==> src/rtl/mem_access_pkg.sv <==
// Shared encodings for the memory access unit: request sizes, FSM states and lane constants.
package mem_access_pkg;

  typedef enum logic [1:0] {
    SIZE_BYTE = 2'b00,
    SIZE_HALF = 2'b01,
    SIZE_WORD = 2'b10,
    SIZE_RSVD = 2'b11
  } size_e;

  typedef enum logic [2:0] {
    IDLE,
    ACCESS1,
    ACCESS2,
    WAIT,
    RESP
  } state_e;

  localparam int LANE_BITS = 8;

  localparam logic [3:0] MASK_BYTE = 4'b0001;
  localparam logic [3:0] MASK_HALF = 4'b0011;
  localparam logic [3:0] MASK_WORD = 4'b1111;

  function automatic logic [3:0] base_mask(input logic [1:0] size);
    case (size)
      SIZE_BYTE: return MASK_BYTE;
      SIZE_HALF: return MASK_HALF;
      SIZE_WORD: return MASK_WORD;
      default:   return 4'b0000;
    endcase
  endfunction

  // True when the access spills past the end of its 32-bit word.
  function automatic logic crosses_word(input logic [1:0] size, input logic [1:0] offset);
    return ((size == SIZE_HALF) && (offset == 2'b11)) ||
           ((size == SIZE_WORD) && (offset != 2'b00));
  endfunction

endpackage

==> src/rtl/mem_access_align.sv <==
// Combinational lane alignment: write-side lane mask and data shift across a word pair,
// read-side right shift with sign or zero extension.
module mem_access_align
  import mem_access_pkg::*;
(
  input  logic [1:0]  size,
  input  logic [1:0]  offset,
  input  logic        is_unsigned,
  input  logic [31:0] wdata,
  input  logic [55:0] rdata_pair,
  output logic [7:0]  lane_mask,
  output logic [63:0] wdata_pair,
  output logic [31:0] rdata
);

  logic [4:0]  shift_bits;
  logic [31:0] rdata_low;
  logic        fill;

  assign shift_bits = {offset, 3'b000};

  // Lanes above bit 3 of the mask and bits above 31 of the data belong to the next word.
  always_comb begin
    lane_mask  = {4'b0000, base_mask(size)} << offset;
    wdata_pair = {32'b0, wdata} << shift_bits;
    rdata_low  = rdata_pair[shift_bits +: 32];
    fill       = 1'b0;
    rdata      = rdata_low;
    case (size)
      SIZE_BYTE: begin
        fill  = ~is_unsigned & rdata_low[LANE_BITS-1];
        rdata = {{24{fill}}, rdata_low[7:0]};
      end
      SIZE_HALF: begin
        fill  = ~is_unsigned & rdata_low[2*LANE_BITS-1];
        rdata = {{16{fill}}, rdata_low[15:0]};
      end
      default: rdata = rdata_low;
    endcase
  end

endmodule

==> src/rtl/mem_access_unit.sv <==
// Byte/half/word load-store front end for a byte-enabled synchronous RAM.
// Define MEM_ACCESS_UNIT_MISALIGNED_EN to split word-crossing accesses into two RAM cycles.
module mem_access_unit
  import mem_access_pkg::*;
#(
  parameter int ADDRESS_BITWIDTH = 16,
  parameter int DATA_BITWIDTH    = 32
) (
  input  logic                        clk,
  input  logic                        rst,
  input  logic                        req_valid,
  output logic                        req_ready,
  input  logic                        req_write,
  input  logic [1:0]                  req_size,
  input  logic                        req_unsigned,
  input  logic [ADDRESS_BITWIDTH+1:0] req_addr,
  input  logic [31:0]                 req_wdata,
  output logic                        rsp_valid,
  output logic [31:0]                 rsp_rdata,
  output logic                        rsp_error,
  output logic [3:0]                  ram_write_enable,
  output logic [ADDRESS_BITWIDTH-1:0] ram_address,
  output logic [DATA_BITWIDTH-1:0]    ram_data_in,
  input  logic [DATA_BITWIDTH-1:0]    ram_data_out
);

`ifdef MEM_ACCESS_UNIT_MISALIGNED_EN
  localparam bit SPLIT_EN = 1'b1;
`else
  localparam bit SPLIT_EN = 1'b0;
`endif

  state_e                      state;
  logic [1:0]                  size_q;
  logic [1:0]                  offset_q;
  logic                        unsigned_q;
  logic                        write_q;
  logic                        split_q;
  logic [ADDRESS_BITWIDTH-1:0] word_addr_q;
  logic [3:0]                  hi_mask_q;
  logic [31:0]                 hi_data_q;
  logic [31:0]                 lo_word_q;

  logic [1:0]                  align_size;
  logic [1:0]                  align_offset;
  logic                        align_unsigned;
  logic [7:0]                  lane_mask;
  logic [63:0]                 wdata_pair;
  logic [55:0]                 rdata_pair;
  logic [31:0]                 rdata_ext;

  logic                        accept;
  logic                        req_misaligned;
  logic                        req_bad;
  logic                        req_split;
  logic [ADDRESS_BITWIDTH-1:0] req_word_addr;

  assign req_ready      = (state == IDLE);
  assign accept         = req_valid && req_ready;
  assign req_word_addr  = req_addr[ADDRESS_BITWIDTH+1:2];
  assign req_misaligned = crosses_word(req_size, req_addr[1:0]);
  assign req_split      = SPLIT_EN && req_misaligned;
  assign req_bad        = (req_size == SIZE_RSVD) || (req_misaligned && !SPLIT_EN);

  // One aligner serves both directions: live request fields while idle, saved fields afterwards.
  assign align_size     = (state == IDLE) ? req_size     : size_q;
  assign align_offset   = (state == IDLE) ? req_addr[1:0] : offset_q;
  assign align_unsigned = (state == IDLE) ? req_unsigned : unsigned_q;
  assign rdata_pair     = split_q ? {ram_data_out[23:0], lo_word_q}
                                  : {24'b0, ram_data_out};

  mem_access_align u_align (
    .size        (align_size),
    .offset      (align_offset),
    .is_unsigned (align_unsigned),
    .wdata       (req_wdata),
    .rdata_pair  (rdata_pair),
    .lane_mask   (lane_mask),
    .wdata_pair  (wdata_pair),
    .rdata       (rdata_ext)
  );

  // Write strobes and response valid default low so every strobe is a single-cycle pulse.
  always_ff @(posedge clk) begin
    if (rst) begin
      state            <= IDLE;
      rsp_valid        <= 1'b0;
      rsp_rdata        <= '0;
      rsp_error        <= 1'b0;
      ram_write_enable <= 4'b0000;
      ram_address      <= '0;
      ram_data_in      <= '0;
      size_q           <= 2'b00;
      offset_q         <= 2'b00;
      unsigned_q       <= 1'b0;
      write_q          <= 1'b0;
      split_q          <= 1'b0;
      word_addr_q      <= '0;
      hi_mask_q        <= 4'b0000;
      hi_data_q        <= '0;
      lo_word_q        <= '0;
    end else begin
      rsp_valid        <= 1'b0;
      ram_write_enable <= 4'b0000;
      case (state)
        IDLE: begin
          if (accept) begin
            size_q      <= req_size;
            offset_q    <= req_addr[1:0];
            unsigned_q  <= req_unsigned;
            write_q     <= req_write;
            split_q     <= req_split;
            word_addr_q <= req_word_addr;
            hi_mask_q   <= lane_mask[7:4];
            hi_data_q   <= wdata_pair[63:32];
            if (req_bad) begin
              rsp_valid <= 1'b1;
              rsp_error <= 1'b1;
              rsp_rdata <= '0;
              state     <= RESP;
            end else begin
              ram_address      <= req_word_addr;
              ram_write_enable <= req_write ? lane_mask[3:0] : 4'b0000;
              ram_data_in      <= wdata_pair[31:0];
              state            <= ACCESS1;
            end
          end
        end
        ACCESS1: begin
          if (split_q) begin
            ram_address      <= word_addr_q + ADDRESS_BITWIDTH'(1);
            ram_write_enable <= write_q ? hi_mask_q : 4'b0000;
            ram_data_in      <= hi_data_q;
            state            <= ACCESS2;
          end else if (write_q) begin
            rsp_valid <= 1'b1;
            rsp_error <= 1'b0;
            rsp_rdata <= '0;
            state     <= RESP;
          end else begin
            state <= WAIT;
          end
        end
        ACCESS2: begin
          if (write_q) begin
            rsp_valid <= 1'b1;
            rsp_error <= 1'b0;
            rsp_rdata <= '0;
            state     <= RESP;
          end else begin
            lo_word_q <= ram_data_out;
            state     <= WAIT;
          end
        end
        WAIT: begin
          rsp_valid <= 1'b1;
          rsp_error <= 1'b0;
          rsp_rdata <= rdata_ext;
          state     <= RESP;
        end
        RESP: state <= IDLE;
        default: state <= IDLE;
      endcase
    end
  end

endmodule

==> config.mk <==
export PLATFORM = sky130hd
export DESIGN_NAME = mem_access_unit
export DESIGN_NICKNAME = d
export VERILOG_FILES = /design/src/rtl/mem_access_pkg.sv /design/src/rtl/mem_access_align.sv /design/src/rtl/mem_access_unit.sv
export SDC_FILE = /design/constraint.sdc
export NUM_CORES = 1
export LEC_CHECK = 0
export CAP_MARGIN = 20
export CORE_MARGIN = 2
export CORE_UTILIZATION = 45
export CTS_BUF_LIST = sky130_fd_sc_hd__clkbuf_4 sky130_fd_sc_hd__clkbuf_8
export CTS_CLUSTER_DIAMETER = 30
export DETAILED_ROUTE_END_ITERATION = 10
export PLACE_DENSITY = 0.77
export SYNTH_ARGS = -nofsm -noshare
export SYNTH_HDL_FRONTEND = slang
export SYNTH_HIERARCHICAL = 1
export SYNTH_SLANG_ARGS = --single-unit
==> constraint.sdc <==
create_clock -name clk -period 4.8 [get_ports clk]
set_input_delay 0.96 -clock clk [delete_from_list [all_inputs] [get_ports clk]]
set_output_delay 0.96 -clock clk [all_outputs]
set_load 0.1 [all_outputs]
* Word level (Yosys, flattened, before mapping)
Cells that the tools add are included.
Operators by class: eq/ne operators 13, shifts and indexed selects 3, muxes and demuxes 27, bitwise logic cells 7, reductions and logical operators 15
Operators by type and width (count):
- $mux 32 | 6
- $pmux 32 s3 | 1
- $pmux 32 s2 | 1
- $shiftx 56x6->32 | 1
- $mux 16 | 3
- $shl 32x5->32 | 1
- $pmux 4 s3 | 1
- $mux 3 | 3
- $pmux 3 s3 | 1
- $eq 2x2->1 const B | 4
- $reduce_and 4->1 | 2
- $mux 1 | 7
- $eq 3x2->1 const B | 2
- $ne 2x1->1 const B | 3
- $pmux 1 s3 | 2
- $not 1->1 | 5
- $reduce_or 5->1 | 1
- $eq 2x1->1 const B | 2
- $mux 2 | 2
- $reduce_bool 2->1 | 2
- $reduce_bool 4->1 | 1
- $shl 4x2->4 | 1
- $eq 3x1->1 const B | 1
- $logic_and 1x1->1 | 3
- other kinds (7) | 9
Word-level totals: bits in registers 95, output and inout port bits 87, word-level logic and storage cells 76

* Longest topological paths before layout
Gate-level depths: netlist (run 1).
depth in word-level cells 7, mapped depth 11, gate-level depth less buffers 9

* Hierarchy
The synthesis (run 1) kept the hierarchy.
By module, submodules not included:
- mem_access_unit | instances 1, cells an instance 472, area each 4136.5 um2, seq. area each 1901.8 um2
- mem_access_align | instances 1, cells an instance 245, area each 2058.2 um2, seq. area each 0.0 um2

* Worst setup path before layout (run 1)
Ideal clock, no wire load.
kind register to register, from register state[1], to register rsp_rdata[18], library setup time 0.134 ns, arrival time 3.459 ns, data required time 4.666 ns, path slack 1.207 ns, cell stages (with the launch flop) 11, path buffers 3, path through dfxtp_1 buf_2 nor3_2 mux2_2 buf_6 mux2_4 a32oi_4 buf_6 nand3_1 nand2_1 o211ai_1
Between the ends: cells in the longest elaborated chain, start to end 6, elaborated cells between the ends (all ways) 22, classes of those cells eq/ne (7); shift (1); mux (5); bitwise (3); reduce/logical (6)
Ends and longest elaborated chain:
- start, declared | RTL line mem_access_unit.sv:33 | state_e state;
- start signal, assigned | RTL line mem_access_unit.sv:86 | state <= IDLE;
- start signal, assigned | RTL line mem_access_unit.sv:120 | state <= RESP;
- start signal, assigned | RTL line mem_access_unit.sv:125 | state <= ACCESS1;
- $logic_not 3->1 (*) | RTL line mem_access_unit.sv:58 | assign req_ready = (state == IDLE);
- net req_ready | RTL line mem_access_unit.sv:12 | output logic req_ready,
- $mux 2 (*) | RTL line mem_access_unit.sv:67 | assign align_offset = (state == IDLE) ? req_addr[1:0] : offset_q;
- net align_offset[0] | RTL line mem_access_unit.sv:45 | logic [1:0] align_offset;
- $shiftx 56x6->32 (*) | RTL line mem_access_align.sv:26 | rdata_low = rdata_pair[shift_bits +: 32];
- $and 1x1->1 (on tied branches) | RTL line mem_access_align.sv:35, mem_access_align.sv:31
- $pmux 32 s2 (*) | RTL line mem_access_align.sv:29 | case (size)
- net rdata_ext[18] | RTL line mem_access_unit.sv:50 | logic [31:0] rdata_ext;
- $pmux 32 s3 (*) | RTL line mem_access_unit.sv:105 | case (state)
- end signal, assigned | RTL line mem_access_unit.sv:158 | rsp_rdata <= rdata_ext;
- end, declared | RTL line mem_access_unit.sv:19 | output logic [31:0] rsp_rdata,
The timed path passes the listed nets; every way through them passes the cells marked *. A chain may end at the register's enable or synchronous reset.

* Worst setup path after layout (run 1)
from register state[0], to output port req_ready
Between the ends: cells in the longest elaborated chain, start to end 1
Ends and longest elaborated chain (RTL line):
- $logic_not 3->1 | mem_access_unit.sv:58
- end, declared | mem_access_unit.sv:12
No other way between the ends.

==> flow_summary.yaml, run 1 <==
drt:
  wl_per_cell_um: 16.55
  finalWirelength_mm: 16.85
  drc_errors: 0
  first_iter_violations: 472
  firstDrtPassIters: 5
  vias: 5584
  antenna_left: 0
  vias_per_cell: 5.485
yosys:
  post_synth.cell_area_avg_um2: 8.888
  synthCells: 668
  synth_area_um2: 5937
  yosysWarnings: 6
job:
  cap_violations: 0
floorplan:
  initial_utilization_pct: 46.48
  rows: 41
  fp.dieArea_um2: 14130
  die_w_um: 118.9
  io-pin-count: 176
  die_height_um: 118.9
  core_um2: 12770
sta:
  fin_crit_sh_pct: 75.20
  finalSetupTns_ns: 0
  skew_ns: 0.01343
  fin_crit_ns: 3.609
  drv_slew: 0
  fmax_mhz: 277.1
  setup_violations: 0
  hold_ws_ns: 0.4595
  hold_viol_final: 0
  tightest_slew_ns: 1.045
  rsz0062_at_grt: "no"
  slew-limit-headroom_pct: 30.14
critical_path:
  cp_cell_sequence: "nor3_2 > clkdlybuf4s50_1"
  worstSetupEndpoint: "req_ready"
  max_stage_delay_ns: 1.24
  arrival_ns: 2.65
  startpoint: "state[0]"
  cp.buffers_inverters: 1
  path_max_fanout: 11
  end_kind: "output port"
  crit_required_ns: 3.84
  r2r_slack_ns: 1.54
  r2r_end: "rsp_rdata[23]"
  cp_num_cells: 2
  cpLargestDelayFamily: "buffers and inverters"
  cpMaxStageDelayCell: "clkdlybuf4s50_1"
  start_kind: "register"
  r2r_cells: 7
  crit_type: "register to output port"
  r2r_start: "state[0]"
status:
  status: "complete, no violations"
cts:
  ctsLongestPathBuffers: 2
  cts_root_buf: "clkbuf_8"
  htree_levels: 3
  cts_hold_buffers: 0
  path_clk_slew_ns: 0.09
  cts_tree: "built"
  post_cts_resized: 0
  postCtsSetupBuffers: 0
  cts_sinks: 95
  insertion_delay_ns: 0.38
  cts_buffers: 9
pwr:
  p_leak_nw: 2.917
  powerDensity_nw_per_um2: 392.5
  peakVddDrop_v: 0.0002195
placed_design:
  portBuffers: 175
  dpl.hpwl_mm: 11.83
  gp_congestion: 0.8602
final_layout:
  drive_gt1_share_pct: 9.102
  area_growth_syn_to_layout_pct: 34.77
  mostFrequentLayoutCells: "nand2_1 (196), clkdlybuf4s50_1 (175), dfxtp_1 (95), mux2i_1 (85), conb_1 (47)"
  layout_commonest_cell: "nand2_1"
  antennaDiodeCount: 0
  num-nets-final: 935
global_route:
  grt_pass1_wl_mm: 27.26
  grt_overflow_total: 0
  grt_usage_pct: 23.95
  grt_pass1_vias: 5383
  grt_max_degree: 101
  antenna_found_initial: 0
worst_hold_path:
  hold_class: "register to register"
## worst min-delay path, cell delays in order, from the launching register on
cell and delay, ns:
dfxtp_1 0.32, nand2_1 0.05, mux2i_1 0.05
## metrics by stage
stage	setup slack, ns	power (W)	cells	util (%)	instance area [µm²]
after global placement	1.202	0.002578	1003	61.18	7815
after global routing	1.042	0.003304	1018	62.64	8001
after CTS	1.185	0.003140	1018	62.64	8001
after detailed placement	1.065	0.002613	1003	61.18	7815
final	1.191	0.003141	1018	62.64	8001
after floorplan	1.207	0.002283	714	-	6110
## area by class of cell
| class | instances | area (µm²) |
|---|---|---|
| clock buffer | 9 | 123.9 |
| clock inverter | 6 | 62.56 |
| fill | 1048 | 4772 |
| inverter | 13 | 51.30 |
| multi-input combinational | 538 | 3807 |
| sequential | 95 | 1902 |
| tap | 172 | 215.2 |
| timing repair buffer | 185 | 1839 |
## layer usage
layer / track usage [%] / up-vias / share of wire [%]
met5: 0 / - / 0
met4: 9.226 / 0 / 2.5
met3: 5.268 / 28 / 6.9
met2: 39.80 / 226 / 48
met1: 30.36 / 2639 / 43
li1: - / 2691 / -
## sequential cells by signal (all words and copies together), names as in the netlist
| signal | flops |
|---|---|
| rsp_valid | 1 |
| rsp_error | 1 |
| ram_write_enable | 4 |
| ram_data_in | 32 |
| unsigned_q | 1 |
| offset_q | 2 |
| size_q | 2 |
| write_q | 1 |
| ram_address | 16 |
| state | 3 |
| rsp_rdata | 32 |
## worst min-delay path by stage
stage / cells after the start / startpoint / to
2_1_floorplan: 2 / offset_q[0] / offset_q[0]
3_3_place_gp: 2 / size_q[1] / size_q[1]
3_5_place_dp: 2 / ram_data_in[23] / ram_data_in[23]
4_1_cts: 2 / offset_q[0] / offset_q[0]
5_1_grt: 2 / offset_q[0] / offset_q[0]
6_report: 2 / ram_data_in[30] / ram_data_in[30]
## where the power goes
group          leakage [nW]  switching (W)  total (W)  internal [W]
sequential            0.770      0.0000571   0.000911      0.000854
clock                0.0871       0.000291   0.000527      0.000236
combinational          2.06        0.00109    0.00170      0.000615
(Power assumes the default switching activity.)
==> inputs of run 2 (changes only) <==
PLACE_DENSITY = 0.8   (was 0.77)
clock period = 3.3 ns   (was 4.8 ns; I/O delays follow)
==> run 2 against run 1 <==
  * Clock power up 34%
  * Routed wire length down 2.0%
  * Clock skew down 0.0046 ns
  * Sequential share of layout area up 0.33 points
  * Critical path depth up 6
  * Die area unchanged
  * Global-route usage down 0.32 points
  * Power up 44%
  * Flip-flop and latch count unchanged
  * Worst hold slack worse by 0.00082 ns
  * Combinational power up 47%
  * Critical endpoint is now rsp_rdata[22]
==> flow_summary.yaml, run 2 (same netlist as run 1, synthesis figures left out) <==
critical_path:
  startpoint: "state[0]"
  end_kind: "register"
  r2r_start: "state[0]"
  arrival_ns: 3.16
  start_kind: "register"
  r2r_end: "rsp_rdata[22]"
  r2r_slack_ns: 0.45
  crit_type: "register to register"
  r2r_cells: 8
  crit_required_ns: 3.61
  path_max_fanout: 14
floorplan:
  rows: 41
  fp.dieArea_um2: 14130
  initial_utilization_pct: 46.48
  io-pin-count: 176
  die_w_um: 118.9
  die_height_um: 118.9
  core_um2: 12770
final_layout:
  area_growth_syn_to_layout_pct: 32.94
  layout_commonest_cell: "nand2_1"
  mostFrequentLayoutCells: "nand2_1 (196), buf_4 (105), dfxtp_1 (95), clkdlybuf4s50_1 (88), mux2i_1 (85)"
  drive_gt1_share_pct: 20.42
  antennaDiodeCount: 0
  num-nets-final: 947
  final_area_um2: 7893
  reg_top3: "ram_data_in x32, rsp_rdata x32, ram_address x16"
pwr:
  p_leak_nw: 3.161
  peakVddDrop_v: 0.0002842
  powerDensity_nw_per_um2: 574.6
worst_hold_path:
  hold_class: "register to register"
  min_from: "ram_data_in[2]"
  hold_depth: 2
  min_to: "ram_data_in[2]"
sta:
  rsz0062_at_grt: "no"
  finalSetupTns_ns: 0
  fin_crit_sh_pct: 86.25
  fmax_mhz: 351.4
  slew-limit-headroom_pct: 30.33
  fin_crit_ns: 2.846
  skew_ns: 0.008802
  hold_viol_final: 0
  drv_slew: 0
  setup_violations: 0
  tightest_slew_ns: 1.041
global_route:
  antenna_found_initial: 0
  grt_usage_pct: 23.63
  grt_max_degree: 68
  grt_overflow_total: 0
  grt_pass1_vias: 5315
  grt_pass1_wl_mm: 26.96
cts:
  insertion_delay_ns: 0.38
  postCtsSetupBuffers: 0
  cts_hold_buffers: 0
  cts_tree: "built"
  post_cts_resized: 0
  ctsLongestPathBuffers: 2
  htree_levels: 3
  path_clk_slew_ns: 0.09
  cts_buffers: 9
  cts_root_buf: "clkbuf_8"
  cts_sinks: 95
placed_design:
  portBuffers: 175
  place_area_um2: 7731
  dpl.hpwl_mm: 11.50
  gp_congestion: 0.8211
status:
  status: "complete, no violations"
drt:
  finalWirelength_mm: 16.51
  firstDrtPassIters: 5
  drc_errors: 0
  first_iter_violations: 459
  wl_per_cell_um: 16.05
  vias_per_cell: 5.397
  antenna_left: 0
  vias: 5554
job:
  cap_violations: 0
==> run 2: changes by cell type in the layout (fill, tap and decap cells not counted), sizes merged <==
cell | before | now
buf | 10 | 109
clkdlybuf4s50 | 175 | 88
clkinvlp | 3 | 0
clkinv | 2 | 4
bufinv | 1 | 0
clkbuf | 9 | 10
==> run 2: critical path, stage by stage (launching register included) <==
cell	delay (ns)
dfxtp_1	0.48
nor3_4	0.34
mux2_2	0.40
ha_1	0.29
nor2_1	0.81
nand2_1	0.16
nand3_1	0.14
nand2_1	0.06
o211ai_1	0.09
==> run 2: cell type report <==
| class | instances | area (µm²) |
|---|---|---|
| Tap cell | 172 | 215.2 |
| Timing Repair Buffer | 197 | 1749 |
| Clock buffer | 10 | 137.6 |
| Clock inverter | 4 | 23.77 |
| Sequential cell | 95 | 1902 |
| Inverter | 13 | 51.30 |
| Fill cell | 1099 | 4881 |
| Multi-Input combinational cell | 538 | 3814 |
==> run 2: worst max-delay path by stage <==
stage                          endpoint  slack (ns)  cells past startpoint
after floorplan           rsp_rdata[18]        0.22                     10
after global placement    rsp_rdata[21]        0.30                      9
after detailed placement  rsp_rdata[22]        0.17                      9
after CTS                 rsp_rdata[22]        0.51                      8
after global routing      rsp_rdata[22]        0.20                      8
final                     rsp_rdata[22]        0.45                      8
==> run 2: per-stage QoR <==
| stage | util, % | hold slack [ns] | power, W | instances | setup slack, ns |
|---|---|---|---|---|---|
| global route | 61.79 | 0.4806 | 0.004789 | 1029 | 0.2030 |
| detailed placement | 60.53 | 0.4473 | 0.003843 | 1015 | 0.1686 |
| CTS | 61.79 | 0.4630 | 0.004552 | 1029 | 0.5114 |
| floorplan | - | 0.4338 | 0.003327 | 714 | 0.2225 |
| finish | 61.79 | 0.4586 | 0.004535 | 1029 | 0.4539 |
| global placement | 60.53 | 0.4419 | 0.003814 | 1015 | 0.2966 |
==> run 2: where the power goes <==
part	internal [W]	total, W	switching [W]
Sequential	0.00124	0.00133	0.0000858
Clock	0.000284	0.000704	0.000420
Combinational	0.000928	0.00250	0.00158
Total	0.00245	0.00454	0.00208
==> run 2: metal layers <==
layer,track usage [%],vias up,wire (µm)
li1,-,2712,-
met1,29.41,2616,6819
met2,39.58,198,8149
met3,5.412,28,1065
met4,9.449,0,479
met5,0,-,0
